==> config.mk <==
export PLATFORM = sky130hd
export DESIGN_NAME = cp0_flat
export DESIGN_NICKNAME = d
export VERILOG_FILES = /design/src/rtl/cp0_if.sv /design/src/rtl/cp0.sv /design/src/flat_wrapper.sv
export SDC_FILE = /design/constraint.sdc
export NUM_CORES = 1
export LEC_CHECK = 0
export CORE_MARGIN = 2
export CORE_UTILIZATION = 40
export DETAILED_ROUTE_END_ITERATION = 10
export GPL_ROUTABILITY_DRIVEN = 0
export GPL_TIMING_DRIVEN = 0
export PLACE_DENSITY = 0.73
export SKIP_CTS_REPAIR_TIMING = 1
export SLEW_MARGIN = 20
export SYNTH_ARGS = -nofsm -noshare
export SYNTH_HDL_FRONTEND = slang
export SYNTH_SLANG_ARGS = --single-unit
==> constraint.sdc <==
create_clock -name clk -period 2.8 [get_ports clk]
set_input_delay 0.56 -clock clk [delete_from_list [all_inputs] [get_ports clk]]
set_output_delay 0.56 -clock clk [all_outputs]
set_load 0.05 [all_outputs]
==> src/rtl/cp0_if.sv <==
// Pipeline-to-CP0 bus: register access, commit-stage exception info,
// interrupt lines, and the request/EPC outputs back to the pipeline.
interface cp0_if;
    logic [4:0]  addr;
    logic        we;
    logic [31:0] wd;
    logic [31:0] rd;
    logic [31:0] vpc;
    logic        bd_in;
    logic [4:0]  exc_code;
    logic [5:0]  hw_int;
    logic        exl_clr;
    logic        req;
    logic [31:0] epc_out;

    modport master (
        output addr, we, wd, vpc, bd_in, exc_code, hw_int, exl_clr,
        input  rd, req, epc_out
    );

    modport slave (
        input  addr, we, wd, vpc, bd_in, exc_code, hw_int, exl_clr,
        output rd, req, epc_out
    );
endinterface

==> src/rtl/cp0.sv <==
// Coprocessor 0: SR/Cause/EPC/PrID, interrupt/exception request merge,
// mfc0/mtc0 access and eret handling.
module cp0 #(
    parameter logic [31:0] PRID = 32'h4D49_5053
) (
    input  logic  clk,
    input  logic  reset,
    cp0_if.slave  bus
);
    localparam logic [4:0] A_SR    = 5'd12;
    localparam logic [4:0] A_CAUSE = 5'd13;
    localparam logic [4:0] A_EPC   = 5'd14;
    localparam logic [4:0] A_PRID  = 5'd15;

    logic [5:0]  r_im;
    logic        r_exl;
    logic        r_ie;
    logic        r_bd;
    logic [5:0]  r_ip;
    logic [4:0]  r_exccode;
    logic [29:0] r_epc;

    logic        w_int_req;
    logic        w_exc_req;
    logic        w_req;
    logic [29:0] w_epc_cap;
    logic [31:0] w_sr;
    logic [31:0] w_cause;
    logic [31:0] w_epc;

    assign w_int_req = (|(bus.hw_int & r_im)) & r_ie & ~r_exl;
    assign w_exc_req = (bus.exc_code != 5'd0) & ~r_exl;
    assign w_req     = (w_int_req | w_exc_req) & ~reset;

    // Word-granular EPC: subtracting one word from vpc[31:2] equals (vpc-4)>>2, wrapping naturally.
    assign w_epc_cap = bus.bd_in ? (bus.vpc[31:2] - 30'd1) : bus.vpc[31:2];

    assign w_sr    = {16'd0, r_im, 8'd0, r_exl, r_ie};
    assign w_cause = {r_bd, 15'd0, r_ip, 3'd0, r_exccode, 2'b00};
    assign w_epc   = {r_epc, 2'b00};

    always_ff @(posedge clk) begin
        if (reset) begin
            r_im      <= '0;
            r_exl     <= 1'b0;
            r_ie      <= 1'b0;
            r_bd      <= 1'b0;
            r_ip      <= '0;
            r_exccode <= '0;
            r_epc     <= '0;
        end else begin
            r_ip <= bus.hw_int;
            // A flushed mtc0/eret that collides with a taken request must not commit.
            if (w_req) begin
                r_exl     <= 1'b1;
                r_bd      <= bus.bd_in;
                r_exccode <= w_int_req ? 5'd0 : bus.exc_code;
                r_epc     <= w_epc_cap;
            end else if (bus.exl_clr) begin
                r_exl <= 1'b0;
            end else if (bus.we) begin
                case (bus.addr)
                    A_SR: begin
                        r_im  <= bus.wd[15:10];
                        r_exl <= bus.wd[1];
                        r_ie  <= bus.wd[0];
                    end
                    A_EPC:   r_epc <= bus.wd[31:2];
                    default: ;
                endcase
            end
        end
    end

    always_comb begin
        bus.rd = 32'd0;
        case (bus.addr)
            A_SR:    bus.rd = w_sr;
            A_CAUSE: bus.rd = w_cause;
            A_EPC:   bus.rd = w_epc;
            A_PRID:  bus.rd = PRID;
            default: bus.rd = 32'd0;
        endcase
    end

    assign bus.req     = w_req;
    assign bus.epc_out = w_epc;
endmodule

==> src/flat_wrapper.sv <==
// flat-port wrapper written by rule: the top's interface ports become plain ports
module cp0_flat 
#(
    parameter logic [31:0] PRID = 32'h4D49_5053
)
  (clk, reset, bus_addr, bus_we, bus_wd, bus_vpc, bus_bd_in, bus_exc_code, bus_hw_int, bus_exl_clr, bus_rd, bus_req, bus_epc_out);
  cp0_if bus_i ();
  input  logic clk;
  input  logic reset;
  input wire logic [$bits(bus_i.addr)-1:0] bus_addr;
  input wire logic [$bits(bus_i.we)-1:0] bus_we;
  input wire logic [$bits(bus_i.wd)-1:0] bus_wd;
  input wire logic [$bits(bus_i.vpc)-1:0] bus_vpc;
  input wire logic [$bits(bus_i.bd_in)-1:0] bus_bd_in;
  input wire logic [$bits(bus_i.exc_code)-1:0] bus_exc_code;
  input wire logic [$bits(bus_i.hw_int)-1:0] bus_hw_int;
  input wire logic [$bits(bus_i.exl_clr)-1:0] bus_exl_clr;
  output wire logic [$bits(bus_i.rd)-1:0] bus_rd;
  output wire logic [$bits(bus_i.req)-1:0] bus_req;
  output wire logic [$bits(bus_i.epc_out)-1:0] bus_epc_out;
  assign bus_i.addr = bus_addr;
  assign bus_i.we = bus_we;
  assign bus_i.wd = bus_wd;
  assign bus_i.vpc = bus_vpc;
  assign bus_i.bd_in = bus_bd_in;
  assign bus_i.exc_code = bus_exc_code;
  assign bus_i.hw_int = bus_hw_int;
  assign bus_i.exl_clr = bus_exl_clr;
  assign bus_rd = bus_i.rd;
  assign bus_req = bus_i.req;
  assign bus_epc_out = bus_i.epc_out;
  cp0 #(.PRID(PRID)) u_core (.clk(clk), .reset(reset), .bus(bus_i));
endmodule
## Word level (Yosys, flattened, before mapping)

Index checks and enable logic that the tools add are counted.
Widths: inputs -> output; s select.

| word-level totals | value |
|---|---|
| flip-flop bits (word level) | 50 |
| output and inout bits | 65 |
| word-level logic and storage cells | 43 |

| operators by class | value |
|---|---|
| eq/ne operators | 5 |
| reductions and logical operators | 9 |
| multiplexer cells | 11 |
| bitwise logic cells | 10 |
| $add $sub $neg | 1 |

Operators by type and width:

| cell | number |
|---|---|
| $mux 30 | 5 |
| $pmux 32 s4 | 1 |
| $sub 30x1->30 const B | 1 |
| $eq 5x4->1 const B | 4 |
| $and 6x6->6 | 1 |
| $reduce_bool 3->1 | 2 |
| $reduce_or 6->1 | 1 |
| $mux 5 | 1 |
| $reduce_bool 5->1 | 1 |
| $and 1x1->1 | 4 |
| $mux 1 | 4 |
| $not 1->1 | 4 |
| $reduce_and 4->1 | 1 |
| $reduce_bool 2->1 | 2 |
| $reduce_and 3->1 | 1 |
| $ne 2x1->1 const B | 1 |
| $reduce_and 2->1 | 1 |
| $or 1x1->1 | 1 |

## Longest topological paths before layout

| logic depth | value |
|---|---|
| depth after elaboration | 8 |
| mapped depth | 8 |

## Worst setup path after synthesis

Ideal clock, no wire load.

| path | value |
|---|---|
| path kind | input port to output port |
| start | input port bus_hw_int[0] |
| end | output port bus_req |
| cell stages on the path | 5 |
| arrival time | 2.265 ns |
| path slack | -0.025 ns |
| data required time | 2.240 ns |
| path buffers | 1 |
| cells stage by stage | a22oi_1 a311oi_1 clkbuf_1 nor2_1 nor2_1 |

| on the way | value |
|---|---|
| word-level cells in the longest chain between the ends | 6 |

RTL lines:

| element | line | RTL |
|---|---|---|
| start, declared | flat_wrapper.sv:16 | `input wire logic [$bits(bus_i.hw_int)-1:0] bus_hw_int;` |
| $and 6x6->6 | cp0.sv:31 | `assign w_int_req = (\|(bus.hw_int & r_im)) & r_ie & ~r_exl;` |
| $reduce_or 6->1 | cp0.sv:31 |  |
| $and 1x1->1 (2 in series) | cp0.sv:31 |  |
| $or 1x1->1 | cp0.sv:33 | `assign w_req = (w_int_req \| w_exc_req) & ~reset;` |
| $and 1x1->1 | cp0.sv:33 |  |
| end, declared | flat_wrapper.sv:19 | `output wire logic [$bits(bus_i.req)-1:0] bus_req;` |

Every way passes these cells.

## Final worst setup path

| path | value |
|---|---|
| start | input port bus_addr[4] |
| end | output port bus_rd[2] |

| on the way | value |
|---|---|
| word-level cells in the longest chain between the ends | 2 |

RTL lines:

| element | line | RTL |
|---|---|---|
| start, declared | flat_wrapper.sv:10 | `input wire logic [$bits(bus_i.addr)-1:0] bus_addr;` |
| $eq 5x4->1 | cp0.sv:77 | `case (bus.addr)` |
| $pmux 32 s4 * | cp0.sv:77 |  |
| end, declared | flat_wrapper.sv:18 | `output wire logic [$bits(bus_i.rd)-1:0] bus_rd;` |

Every way passes the cells marked *; elsewhere a longest branch is shown, timed or not.

==> parameters.txt <==
Parameter                              Value

Logic synthesis
  Flip-flop cell with the highest count after synthesis ... dfxtp_1
  Mean cell area of the mapped netlist ... between 8 and 9 sq um
  Most area-hungry cell type in the Yosys netlist ... dfxtp_1
  Simple-gate share of the synthesized area ... 24.43%
  Complex-gate fraction of the synthesized area ... 32.35%
  Post-synth cell types ... 51
  Main combinational cell family by area after synthesis ... compound AO/OA/AOI/OAI gates
  Count of warnings emitted by yosys ... 0
  Proportion of register bits with asynchronous set or reset after synthesis ... 0%
  Combined area of all synthesized cells ... 0.003396 sq mm
  EDFF count, synth ... 0
  Proportion of synthesized chip area in sequential cells ... about 30%
  Share of synthesized area spent on multiplexers ... ~4%
  Number of synthesized register bits ... 50
  Area fraction of the dominant cell type after synthesis ... 29.48%
  Number of instances in the synthesized netlist ... 419
  Adder-cell share of the synthesized area ... 0.3685%
  Xor and xnor area share after synthesis ... 3.611%
  Cell types with the largest area share after synthesis ... dfxtp_1, o31a_1, a2111oi_0

Route
  1st-pass router iterations ... 5
  Count of unresolved DRC violations after routing ... 0
  WL/cell ... between 15 and 20 um
  Number of vias after detailed routing ... roughly 4200
  ANT nets after route ... 0
  Total Routed Length ... 13390 um
  Detail-routed via count per cell ... 6.160
  Starting DRC count in detailed routing ... between 400 and 500

Global route
  Met1 Track Usage GR ... 37.46%
  Global-route met3 utilization ... slightly above 4%
  First-pass GRT wire length ... 19760 um
  Remaining global-route overflow ... 0
  Vias in the first global route ... 3776
  GR Layer Usage met2 ... 44.73%
  Antenna violations before repair ... 0
  Layer with the highest usage ... met2
  Total Routing Usage GR ... 27.74%
  Pin count of the biggest net entering global routing ... 15

STA
  Slew at the pin closest to its max-slew limit ... 0.8388 ns
  Worst-case clock skew ... around 0.010 ns
  Max Clock Freq ... 361.0 MHz
  Total of endpoints with negative setup slack in the final report ... 0
  Total negative setup slack ... 0 ns
  Max-Slew Margin vs Limit ... 42.64%
  Minimum hold slack ... approximately 0.47 ns
  Clock period minus worst slack ... 2.770 ns
  Slew Viols, Final ... 0
  Final period utilization ... 98.93%
  Hold Vio Cnt, Final ... 0

Critical path
  Delay of the slowest cell on the worst path ... roughly 0.4 ns
  Cells along the critical path ... clkdlybuf4s50_1 > nand3b_1 > buf_6 > clkbuf_2 > nor2_1 > buf_2
  Maximum fanout count along the critical path ... 10
  Slowest library cell on the worst path ... clkdlybuf4s50_1
  Kind of critical path ... in -> out
  R2R cell count ... 6
  Worst Setup End Kind ... output port
  Worst endpoint data arrival time ... 2.21 ns
  Req. time, crit path ... 2.24 ns
  Type of origin of the critical path ... primary input

Power
  NetSw ... 721.4 uW
  Internal Dissipation ... roughly 1200 uW
  Seq pwr share ... 41.9%
  Leakage power of the design ... 0.001790 uW
  Cell area power density ... between 300 and 400 mW/mm^2
  Proportion of power drawn by the clock network ... 21.3%
  Highest ir drop seen on vdd ... 0.1944 mV
  Switching fraction of total power ... 37.07%
  Combinational share of power ... 36.8%

Run
  Number of maximum-capacitance constraint violations ... 0

Floorplan
  Area inside the core boundary ... just over 0.008 sq mm
  I/O pins ... 150
  Die H ... just under 100 um
  Standard-cell row count ... 33
  DIE AREA ... 0.009242 sq mm
  Die Width ... slightly below 100 um
  Initial Utilization ... 41.33%

Hold path
  WHS Path Cells ... 2
  Tightest Hold Check Type ... reg -> reg

CTS
  Number of buffers added by the clock tree synthesis step ... 5
  CTS root buffer ... clkbuf_8
  Clock slew seen by the registers of the worst setup and hold paths ... 0.10 ns
  TritonCTS clock tree ... yes
  Number of sinks handled by clock tree synthesis ... 50
  Clock H-tree levels ... 2
  Insertion delay of the later-clocked pin in the worst-skew pair ... roughly 0.31 ns
  Max clock buf depth ... 2

Cells and area
  Filler Cell Count ... roughly 720
  NumNets Final ... 663
  Ratio of cells with drive above 1 in the final layout ... 14.04%
  Area growth, synth to finish ... 48.71%
  ANT cells ... 0

Place
  Total half-perimeter wirelength after legalization and detailed placement ... 10390 um
  Number of port buffers ... 141

Run status
  Outcome ... finished, final reports clean
-- power by group through the flow --
stage	Sequential [uW]	Clock, uW	Combinational [uW]
6_report	816	414	716
4_1_cts	813	409	693
3_3_place_gp	827	0	683
5_1_grt	820	432	755
2_1_floorplan	952	0	248
3_5_place_dp	829	0	690
-- through the flow --
step / instances / power, uW / worst slack [ns] / area [sq um] / utilization, %
6_report: 682 / 1946 / 0.03000 / 5050 / 61.46
4_1_cts: 673 / 1915 / -1.349 / 5024 / 61.14
5_1_grt: 682 / 2007 / -0.02366 / 5050 / 61.46
3_3_place_gp: 666 / 1510 / -1.284 / 4945 / 60.18
3_5_place_dp: 666 / 1520 / -1.336 / 4945 / 60.18
2_1_floorplan: 420 / 1201 / 0.1731 / 3402 / -
-- Yosys cell counts, drive strengths merged (3+ instances only) --
library cell	number
nor2	35
nor3	3
o31a	24
a22oi	7
o21ai	12
nand4	12
or3	10
dfxtp	50
or4b	3
a311oi	14
nor4	10
nor2b	9
o31ai	13
nand2b	4
a2111oi	23
xnor2	7
inv	5
mux2i	11
xor2	7
buf	9
a211oi	17
or4	10
clkbuf	35
nand2	10
nand3	15
and3	12
a21oi	29
-- critical path, delay by kind of cell --
family	cells	cell delay, ns
simple gates	2	0.49
buf+inv	4	1.15
-- cells by family (layout without fill, tap and decap cells) --
logic type,count (synthesis),after routing
flip-flops,50,50
XOR/XNOR,14,14
AND/OR/NAND/NOR,143,143
multiplexers,13,13
other,1,2
adder cells (fa/ha/maj),1,1
AO/OA/AOI/OAI,148,148
buffers and inverters,49,206
-- worst paths after layout --
path / startpoint / endpoint / slack, ns
max reg2reg: u_core.r_im[3] / u_core.r_epc[28] / 0.61
max: bus_addr[4] / bus_rd[2] / 0.03
min reg2reg: u_core.r_exccode[2] / u_core.r_exccode[2] / 0.47
min: u_core.r_exccode[2] / u_core.r_exccode[2] / 0.47
-- area by class of cell --
cell class / instances / area [sq um] / area share (%)
inverter: 5 / 18.77 / 0.3717
multi-input combinational: 321 / 2266 / 44.87
clock inverter: 2 / 10.01 / 0.1982
tap: 105 / 131.4 / 2.602
sequential: 50 / 1001 / 19.82
timing repair buffer: 151 / 1358 / 26.88
clock buffer: 5 / 68.82 / 1.363
buffer: 43 / 196.4 / 3.890
-- layout by cell type (no fill, tap or decap), drive strengths merged, types with 7 or more instances in the layout --
cell type | Yosys | final
mux2i | 11 | 11
nand3 | 15 | 15
a311oi | 14 | 14
or3 | 10 | 10
or4 | 10 | 10
buf | 9 | 26
o31ai | 13 | 13
o31a | 24 | 24
xor2 | 7 | 7
and3 | 12 | 12
clkdlybuf4s50 | 0 | 108
nand2 | 10 | 10
nor4 | 10 | 10
a22oi | 7 | 7
xnor2 | 7 | 7
nor2 | 35 | 35
a21oi | 29 | 29
nor2b | 9 | 9
a211oi | 17 | 17
a2111oi | 23 | 23
nand4 | 12 | 12
o21ai | 12 | 12
dfxtp | 50 | 50
clkbuf | 35 | 62
-- sequential cells by signal, summed over array words and instances, names as in the netlist --
signal	cells
u_core.r_ip	6
u_core.r_bd	1
u_core.r_epc	30
u_core.r_ie	1
u_core.r_exl	1
u_core.r_exccode	5
u_core.r_im	6
-- routing by layer --
layer,wire length [um],part of all wire [%],vias to the layer above
met1,5561,42,1968
met5,0,0,-
li1,-,-,1971
met2,6343,47,230
met4,332,2.5,0
met3,1150,8.6,32
Note: power is estimated with default switching activity, not from simulation.
